$ cat src/rtl/cache_ctrl.sv
// cache_ctrl: direct-mapped, write-back, write-allocate cache controller over a 128x56 single-port SRAM.
// Latency: a hit responds 2 cycles after accept; a miss adds optional victim write-back plus refill.
// Backpressure: one request in flight, req_ready_o stays low until rsp_ready_i takes the response.
module cache_ctrl #(
   parameter int AWidth = 29,
   parameter int Depth  = 128,
   parameter int DWidth = 56,
   parameter int Index  = $clog2(Depth)
) (
   input  logic              clk_i,
   input  logic              rst_ni,
   input  logic              req_valid_i,
   output logic              req_ready_o,
   input  logic              req_we_i,
   input  logic [AWidth-1:0] req_addr_i,
   input  logic [31:0]       req_wdata_i,
   output logic              rsp_valid_o,
   input  logic              rsp_ready_i,
   output logic [31:0]       rsp_rdata_o,
   output logic              mem_req_valid_o,
   input  logic              mem_req_ready_i,
   output logic              mem_req_we_o,
   output logic [AWidth-1:0] mem_req_addr_o,
   output logic [31:0]       mem_req_wdata_o,
   input  logic              mem_rsp_valid_i,
   input  logic [31:0]       mem_rsp_rdata_i,
   output logic              sram_csb_o,
   output logic              sram_oeb_o,
   output logic              sram_web_o,
   output logic [Index-1:0]  sram_addr_o,
   output logic [DWidth-1:0] sram_wdata_o,
   input  logic [DWidth-1:0] sram_rdata_i,
   output logic              init_done_o
);

   localparam int TWidth = AWidth - Index;

   typedef enum logic [2:0] {
      INIT, IDLE, COMPARE, WB, REFILL_REQ, REFILL_WAIT, FILL, RESP
   } state_t;

   state_t              state;
   logic [Index-1:0]    cnt;
   logic                lat_we;
   logic [AWidth-1:0]   lat_addr;
   logic [31:0]         lat_wdata;
   logic [31:0]         refill_data;
   logic [TWidth-1:0]   lat_tag;
   logic [Index-1:0]    lat_idx;
   logic                hit;
   logic                victim_dirty;

   assign lat_tag      = lat_addr[AWidth-1:Index];
   assign lat_idx      = lat_addr[Index-1:0];
   // Line layout: [55] valid, [54] dirty, [53:32] tag, [31:0] data.
   assign hit          = sram_rdata_i[DWidth-1] && (sram_rdata_i[DWidth-3:32] == lat_tag);
   assign victim_dirty = sram_rdata_i[DWidth-1] && sram_rdata_i[DWidth-2];

   // SRAM strobes decoded from state; held idle until the first clock after reset
   // releases (sram_oeb_o doubles as the "just left reset" flag).
   always_comb begin
      sram_csb_o   = 1'b1;
      sram_web_o   = 1'b1;
      sram_addr_o  = '0;
      sram_wdata_o = '0;
      if (!sram_oeb_o) begin
         case (state)
            INIT: begin
               sram_csb_o  = 1'b0;
               sram_web_o  = 1'b0;
               sram_addr_o = cnt;
            end
            IDLE: begin
               if (req_valid_i && req_ready_o) begin
                  sram_csb_o  = 1'b0;
                  sram_addr_o = req_addr_i[Index-1:0];
               end
            end
            COMPARE: begin
               if (lat_we && hit) begin
                  sram_csb_o   = 1'b0;
                  sram_web_o   = 1'b0;
                  sram_addr_o  = lat_idx;
                  sram_wdata_o = {2'b11, lat_tag, lat_wdata};
               end
            end
            FILL: begin
               sram_csb_o   = 1'b0;
               sram_web_o   = 1'b0;
               sram_addr_o  = lat_idx;
               sram_wdata_o = {1'b1, lat_we, lat_tag, lat_we ? lat_wdata : refill_data};
            end
            default: ;
         endcase
      end
   end

   // Controller FSM with registered handshake and memory-port outputs
   always_ff @(posedge clk_i) begin
      if (!rst_ni) begin
         state           <= INIT;
         cnt             <= '0;
         sram_oeb_o      <= 1'b1;
         init_done_o     <= 1'b0;
         req_ready_o     <= 1'b0;
         rsp_valid_o     <= 1'b0;
         rsp_rdata_o     <= '0;
         mem_req_valid_o <= 1'b0;
         mem_req_we_o    <= 1'b0;
         mem_req_addr_o  <= '0;
         mem_req_wdata_o <= '0;
         lat_we          <= 1'b0;
         lat_addr        <= '0;
         lat_wdata       <= '0;
         refill_data     <= '0;
      end else begin
         sram_oeb_o <= 1'b0;
         case (state)
            INIT: begin
               // The first cycle out of reset only clears the reset flag.
               if (!sram_oeb_o) begin
                  cnt <= cnt + Index'(1);
                  if (cnt == Index'(Depth - 1)) begin
                     state       <= IDLE;
                     init_done_o <= 1'b1;
                     req_ready_o <= 1'b1;
                  end
               end
            end
            IDLE: begin
               if (req_valid_i) begin
                  lat_we      <= req_we_i;
                  lat_addr    <= req_addr_i;
                  lat_wdata   <= req_wdata_i;
                  req_ready_o <= 1'b0;
                  state       <= COMPARE;
               end
            end
            COMPARE: begin
               if (hit) begin
                  rsp_rdata_o <= lat_we ? lat_wdata : sram_rdata_i[31:0];
                  rsp_valid_o <= 1'b1;
                  state       <= RESP;
               end else if (victim_dirty) begin
                  mem_req_valid_o <= 1'b1;
                  mem_req_we_o    <= 1'b1;
                  mem_req_addr_o  <= {sram_rdata_i[DWidth-3:32], lat_idx};
                  mem_req_wdata_o <= sram_rdata_i[31:0];
                  state           <= WB;
               end else if (lat_we) begin
                  state <= FILL;
               end else begin
                  mem_req_valid_o <= 1'b1;
                  mem_req_we_o    <= 1'b0;
                  mem_req_addr_o  <= lat_addr;
                  state           <= REFILL_REQ;
               end
            end
            WB: begin
               if (mem_req_ready_i) begin
                  if (lat_we) begin
                     mem_req_valid_o <= 1'b0;
                     state           <= FILL;
                  end else begin
                     // Refill request follows straight on as a fresh transfer.
                     mem_req_we_o   <= 1'b0;
                     mem_req_addr_o <= lat_addr;
                     state          <= REFILL_REQ;
                  end
               end
            end
            REFILL_REQ: begin
               if (mem_req_ready_i) begin
                  mem_req_valid_o <= 1'b0;
                  state           <= REFILL_WAIT;
               end
            end
            REFILL_WAIT: begin
               if (mem_rsp_valid_i) begin
                  refill_data <= mem_rsp_rdata_i;
                  state       <= FILL;
               end
            end
            FILL: begin
               rsp_rdata_o <= lat_we ? lat_wdata : refill_data;
               rsp_valid_o <= 1'b1;
               state       <= RESP;
            end
            RESP: begin
               if (rsp_ready_i) begin
                  rsp_valid_o <= 1'b0;
                  req_ready_o <= 1'b1;
                  state       <= IDLE;
               end
            end
            default: state <= INIT;
         endcase
      end
   end

endmodule
$ cat config.mk
export PLATFORM = sky130hd
export DESIGN_NAME = cache_ctrl
export DESIGN_NICKNAME = d
export VERILOG_FILES = /design/src/rtl/cache_ctrl.sv
export SDC_FILE = /design/constraint.sdc
export NUM_CORES = 1
export LEC_CHECK = 0
export CAP_MARGIN = 10
export CORE_ASPECT_RATIO = 1.75
export CORE_MARGIN = 4
export CORE_UTILIZATION = 40
export CTS_BUF_LIST = sky130_fd_sc_hd__clkbuf_16
export DETAILED_ROUTE_END_ITERATION = 8
export PLACE_DENSITY_LB_ADDON = 0.2
export SYNTH_ARGS = -nofsm -noshare
export SYNTH_HDL_FRONTEND = slang
export SYNTH_SLANG_ARGS = --single-unit
$ cat constraint.sdc
create_clock -name clk_i -period 5.7 [get_ports clk_i]
set_input_delay 0.57 -clock clk_i [delete_from_list [all_inputs] [get_ports clk_i]]
set_output_delay 0.57 -clock clk_i [all_outputs]
set_load 0.05 [all_outputs]
==> results of run 1 <==
==> where the power goes <==
group	leakage [nW]	switching [mW]	internal (mW)
Combinational	2.80	0.0915	0.117
Clock	0.334	0.579	0.668
Sequential	1.64	0.00289	1.42
==> through the flow <==
step | area (um2) | worst slack, ps | power, mW | hold WS (ps) | std cells
after floorplan | 9610 | 1890 | 1.53 | 436 | 1264
after global placement | 12900 | 670 | 1.66 | 441 | 1808
after detailed placement | 12900 | 553 | 1.66 | 447 | 1808
after CTS | 13500 | 566 | 2.90 | 456 | 1845
after global routing | 13500 | 420 | 2.97 | 475 | 1854
final | 13500 | 560 | 2.88 | 454 | 1855
==> cell families (layout without fill, tap and decap cells) <==
kind of cell | count (synthesis) | count (layout) | share of synthesized area
other cells | 0 | 10 | 0
compound gates | 292 | 292 | 0.181
buf+inv | 97 | 374 | 0.0404
xor+xnor | 28 | 28 | 0.0255
mux | 86 | 86 | 0.0896
flops | 203 | 203 | 0.423
fa+ha+maj | 1 | 1 | 0.00130
simple gates | 557 | 557 | 0.239
==> final cells by class <==
class	instances	area [um2]
Timing Repair Buffer	334	3250
Antenna cell	10	25.0
Inverter	3	12.5
Clock inverter	16	70.1
Multi-Input combinational cell	964	5180
Sequential cell	203	4070
Tap cell	304	380
Fill cell	2236	10000
Clock buffer	21	526
==> sequential cells by signal, summed over array words and instances, names as in the netlist <==
| signal | count |
|---|---|
| lat_wdata | 32 |
| mem_req_wdata_o | 32 |
| refill_data | 32 |
| rsp_rdata_o | 32 |
| lat_addr | 29 |
| mem_req_addr_o | 29 |
| cnt | 7 |
| state | 3 |
| init_done_o | 1 |
| lat_we | 1 |
| mem_req_valid_o | 1 |
| mem_req_we_o | 1 |
| req_ready_o | 1 |
| rsp_valid_o | 1 |
| sram_oeb_o | 1 |
==> cells in the mapped netlist (all sizes together) (4+ instances only) <==
cell and count:
a21boi 9, dfxtp 203, nand3 7, xor2 7, nor3 16, nand4 8, xnor2 21, o211ai 23
o21ai 15, a22o 8, nand2 445, mux2i 86, a21oi 187, a31oi 5, nor2 32, buf 7
and2 26, clkbuf 87, a211oi 5, a211o 28, nor4 4
==> worst min-delay path: stages (launching register included) <==
cell and delay, ps:
dfxtp_1 310, nand2_1 50, a21oi_1 50
==> cells in the final DEF (no fill, tap or decap), types with 15 or more instances in the layout <==
cell	n
clkdlybuf4s50_1	295
o21ai_0	15
and2_1	24
clkbuf_16	21
a21oi_1	187
a211o_1	28
mux2i_1	86
dfxtp_1	202
xnor2_1	21
nand2_1	445
buf_4	39
nor2_1	29
nor3_1	15
o211ai_1	23
==> final timing paths <==
kind / from / end / slack, ps / cells after the start
setup / recovery: sram_rdata_i[50] / sram_wdata_o[14] / 560 / 9
hold / removal: lat_wdata[21]$_SDFFE_PN0P_ / lat_wdata[21]$_SDFFE_PN0P_ / 450 / 2
setup reg to reg: lat_addr[25]$_SDFFE_PN0P_ / rsp_rdata_o[15]$_SDFFE_PN0P_ / 2900 / 7
hold reg to reg: lat_wdata[21]$_SDFFE_PN0P_ / lat_wdata[21]$_SDFFE_PN0P_ / 450 / 2
==> routing by layer <==
layer / global-route usage / part of all wire
met5: 0 / 0
met4: 0.124 / 0.039
met3: 0.0471 / 0.060
met2: 0.479 / 0.54
met1: 0.261 / 0.36
==> summary.md, run 1 <==
| Metric | Value |
|---|---|
| Outcome | finished, final reports clean |
| Synth-to-layout area growth | 40.6% |
| Syn_area_per_cell | 7.60 um2 |
| LEAKAGE | 4.77 nW |
| Clk_skew | 14.4 ps |
| GPL Wtd Cong | 0.863 |
| Max FO, Critical Path | 32 |
| Row cnt | 74 |
| Startpoint types | input port |
| Cell repeated most along the worst path | clkdlybuf4s50_1 |
| Crit-path leading delay family | buffers and inverters |
| Fin Setup TNS | 0 ps |
| Worst setup path class | input port to primary output |
| Min cycle time layout | 5140 ps |
| Vias per cell | 5.34 |
| Clock slew at reported path FFs | 60 ps |
| Die X | 125 um |
| I/O pin cnt | 320 |
| Clock root buffer | clkbuf_16 |
| Slew headroom | 0.159 |
| Routed Wire Length | 35200 um |
| Clk_lat worst skew | 500 ps |
| Synth warnings | 0 |
| Number of synthesized flops with an enable pin | 0 |
| Max_cap viols | 0 |
| WP buf/inv | 3 |
| CP max stage delay | 850 ps |
| H-tree depth | 1 |
| Core ar. | 0.0235 mm2 |
| Crit path arrival time | 4570 ps |
| Largest cells by area after synthesis | dfxtp_1 42%, nand2_1 17%, a21oi_1 9.7%, mux2i_1 9.0%, clkbuf_1 3.4% |
| Cells after Synth | 1264 |
| Antenna Nets Post-Route | 0 |
| Fin nets | 1684 |
| Part of the cycle the worst path needs | 0.902 |
| Detailed Place HPWL | 24600 um |
| Total global routing track utilization | 0.251 |
| Crit end category | primary output |
| Layout Utilization | 0.574 |
| Largest net degree at the start of global routing | 79 |
| Cts-stage hold buffer count | 0 |
| Fraction of layout cells with a size suffix above 1 | 0.0506 |
| Worst Hold Class | flip-flop to flip-flop |
| Seq/Total Area, Yosys | 0.423 |
| Count of different cell masters after synthesis | 53 |
| First-pass GRT wire length | 54000 um |
| Seq cells post-synth | 203 |
| Post-CTS setup buffers | 0 |
| Max stage delay cell, worst path | clkdlybuf4s50_1 |
| 1st-pass router iterations | 5 |
| Worst path required time | 5130 ps |
| Vias post-DR | 9899 |
| TritonCTS clock tree | yes |
| Primary FF master, synth | dfxtp_1 |
| Worst path cell trace | clkdlybuf4s50_1 > xnor2_1 > nand4_1 > or4b_4 > or4b_1 > buf_4 > a21o_1 > a21oi_1 > clkdlybuf4s50_1 |
| Post-CTS sizing | 0 |
| Leading area contributor after synthesis | dfxtp_1 |
| CTS buffer count | 21 |
| Initial core utilization | 0.409 |
| Total congestion overflow | 0 |
| Final setup viols | 0 |
| Die area | 0.0267 mm2 |
| Clk buf depth | 3 |
| Number of antenna violations at the first check in global routing | 9 |
| PwrDens | 213 mW/mm2 |
| Final hold violations | 0 |
| WL/cell | 19.0 um |
| CTS sink count | 203 |
| Fmax | 195 MHz |
| Post-synth ARST share | 0 |
| Post-route DRC | 0 |
| Slew @ Worst Pin | 1260 ps |
| Top cell type's share of synthesized area | 0.423 |
| Mapped Nets | 1421 |
| RSZ-0062 raised after global routing | no |
| Peak VDD IR | 200 uV |
| Final slew viol count | 0 |
| Post-synthesis instance area | 0.00961 mm2 |
| Vias in the first global route | 9872 |
| Drt first-iter violations | 469 |
| Height of the die | 213 um |
| Port Buffers | 319 |
No activity file was read; power rests on OpenSTA's default activity.
==> run 2: changes to the inputs <==
CTS_CLUSTER_SIZE = 25   (was default)
==> results of run 2 <==
Final layout, timing and power as in run 1 (identical DEF).
==> run 3: changes to the inputs <==
REMOVE_ABC_BUFFERS = 1   (was default)
==> run 3 against run 2 <==
Against the previous run:
- utilization grew 1.4 points
- first-iteration DRC count increased by 7.2%
- clock power grew 6%
- hold slack hardly changed
- design area grew 2.5%
- sequential share of layout area shrank 0.73 points
- register-to-register slack got worse by 20 ps
- cell count fell by 0.27%
==> summary.md, run 3 (synthesis results as in run 1) <==
| Metric | Value |
|---|---|
| Final setup viols | 0 |
| Vias in the first global route | 9778 |
| Core ar. | 0.0235 mm2 |
| Most frequent cells in the layout | 445 x nand2_1, 291 x clkdlybuf4s50_1, 202 x dfxtp_1 |
| Total global routing track utilization | 0.251 |
| Post-route DRC | 0 |
| Largest net degree at the start of global routing | 71 |
| WL/cell | 19.0 um |
| Part of the cycle the worst path needs | 0.838 |
| Die area | 0.0267 mm2 |
| Max_cap viols | 0 |
| Fraction of layout cells with a size suffix above 1 | 0.0565 |
| Post-CTS setup buffers | 0 |
| First-pass GRT wire length | 53600 um |
| Fin Setup TNS | 0 ps |
| Die X | 125 um |
| Final slew viol count | 0 |
| Slew headroom | 0.287 |
| Min cycle time layout | 4770 ps |
| Fill count | 2199 |
| GPL Wtd Cong | 0.833 |
| Post-CTS sizing | 0 |
| Detailed Place HPWL | 23700 um |
| Number of antenna violations at the first check in global routing | 7 |
| Final hold violations | 0 |
| Clk_lat worst skew | 490 ps |
| Max FO, Critical Path | 32 |
| Synth-to-layout area growth | 44.1% |
| Inst Count DP | 1806 |
| Height of the die | 213 um |
| Crit end category | primary output |
| Worst Hold Class | flip-flop to flip-flop |
| Vias post-DR | 9874 |
| Crit path arrival time | 4200 ps |
| Row cnt | 74 |
| Fin nets | 1682 |
| Worst setup path class | input port to primary output |
| LEAKAGE | 4.84 nW |
| Slew @ Worst Pin | 1070 ps |
| Outcome | finished, final reports clean |
| Port Buffers | 319 |
| Fmax | 209 MHz |
| Vias per cell | 5.34 |
| Non-filler cells, final | 1850 |
| Worst path required time | 5130 ps |
| Clock slew at reported path FFs | 60 ps |
| CTS sink count | 203 |
| Cts-stage hold buffer count | 0 |
| PwrDens | 214 mW/mm2 |
| 1st-pass router iterations | 5 |
| RSZ-0062 raised after global routing | no |
| Clk_skew | 7.71 ps |
| Startpoint types | input port |
| Antenna Nets Post-Route | 0 |
| Peak VDD IR | 200 uV |
| Drt first-iter violations | 503 |
| Routed Wire Length | 35100 um |
| TritonCTS clock tree | yes |
| Initial core utilization | 0.409 |
| Clk buf depth | 3 |
| CTS buffer count | 21 |
| I/O pin cnt | 320 |
| Clock root buffer | clkbuf_16 |
| Total congestion overflow | 0 |
| H-tree depth | 1 |
| Commonest non-fill, non-tap cell in the layout | nand2_1 |
run 3: cell count changes in the layout (fill, tap and decap cells not counted), sizes merged:
cell,change
buf,+2
bufinv,+2
clkdlybuf4s50,-4
clkinv,+3
clkinvlp,+1
diode,-3
inv,-6
run 3: path summary, 6_finish.rpt:
kind / from / to / slack, ps / depth (start not counted)
max: sram_rdata_i[52] / sram_wdata_o[7] / 930 / 9
min reg2reg: lat_wdata[27]$_SDFFE_PN0P_ / lat_wdata[27]$_SDFFE_PN0P_ / 450 / 2
max reg2reg: lat_addr[27]$_SDFFE_PN0P_ / rsp_rdata_o[13]$_SDFFE_PN0P_ / 2880 / 6
min: lat_wdata[27]$_SDFFE_PN0P_ / lat_wdata[27]$_SDFFE_PN0P_ / 450 / 2
run 3: power breakdown:
part / total, mW / internal, mW / leakage, nW / switching (mW)
Clock: 1.33 / 0.760 / 0.340 / 0.573
Sequential: 1.42 / 1.42 / 1.64 / 0.00309
Combinational: 0.209 / 0.118 / 2.86 / 0.0906
Total: 2.96 / 2.30 / 4.84 / 0.666
run 3: cell type report:
| type | instances | area [um2] | share of cell area |
|---|---|---|---|
| antenna | 7 | 17.5 | 0.00127 |
| tap | 304 | 380 | 0.0275 |
| multi-input combinational | 964 | 5190 | 0.375 |
| clock inverter | 16 | 124 | 0.00895 |
| inverter | 3 | 13.8 | 0.000994 |
| sequential | 203 | 4070 | 0.294 |
| timing repair buffer | 332 | 3520 | 0.254 |
| clock buffer | 21 | 526 | 0.0380 |
run 3: critical path, stage by stage:
cell and delay [ps]:
clkdlybuf4s50_1 430, xnor2_1 240, nand4_1 120, or4b_4 570, or4b_1 710, a21o_1 240
buf_4 270, a21oi_1 210, clkdlybuf4s50_1 830
run 3: layer usage:
layer / track usage / vias up / wire length (um)
li1: - / 4811 / -
met3: 0.0448 / 71 / 2080
met1: 0.264 / 4667 / 12700
met5: 0 / - / 12
met4: 0.103 / 2 / 1300
met2: 0.486 / 323 / 19000
run 3: through the flow:
stage | hold slack [ps] | total power [mW] | area, um2 | utilization | setup WS, ps
CTS | 455 | 2.99 | 13800 | 0.588 | 914
finish | 454 | 2.96 | 13800 | 0.589 | 925
global placement | 442 | 1.66 | 13200 | 0.560 | 971
floorplan | 436 | 1.51 | 9230 | - | -139
detailed placement | 447 | 1.66 | 13200 | 0.560 | 917
global route | 471 | 3.06 | 13800 | 0.589 | 748
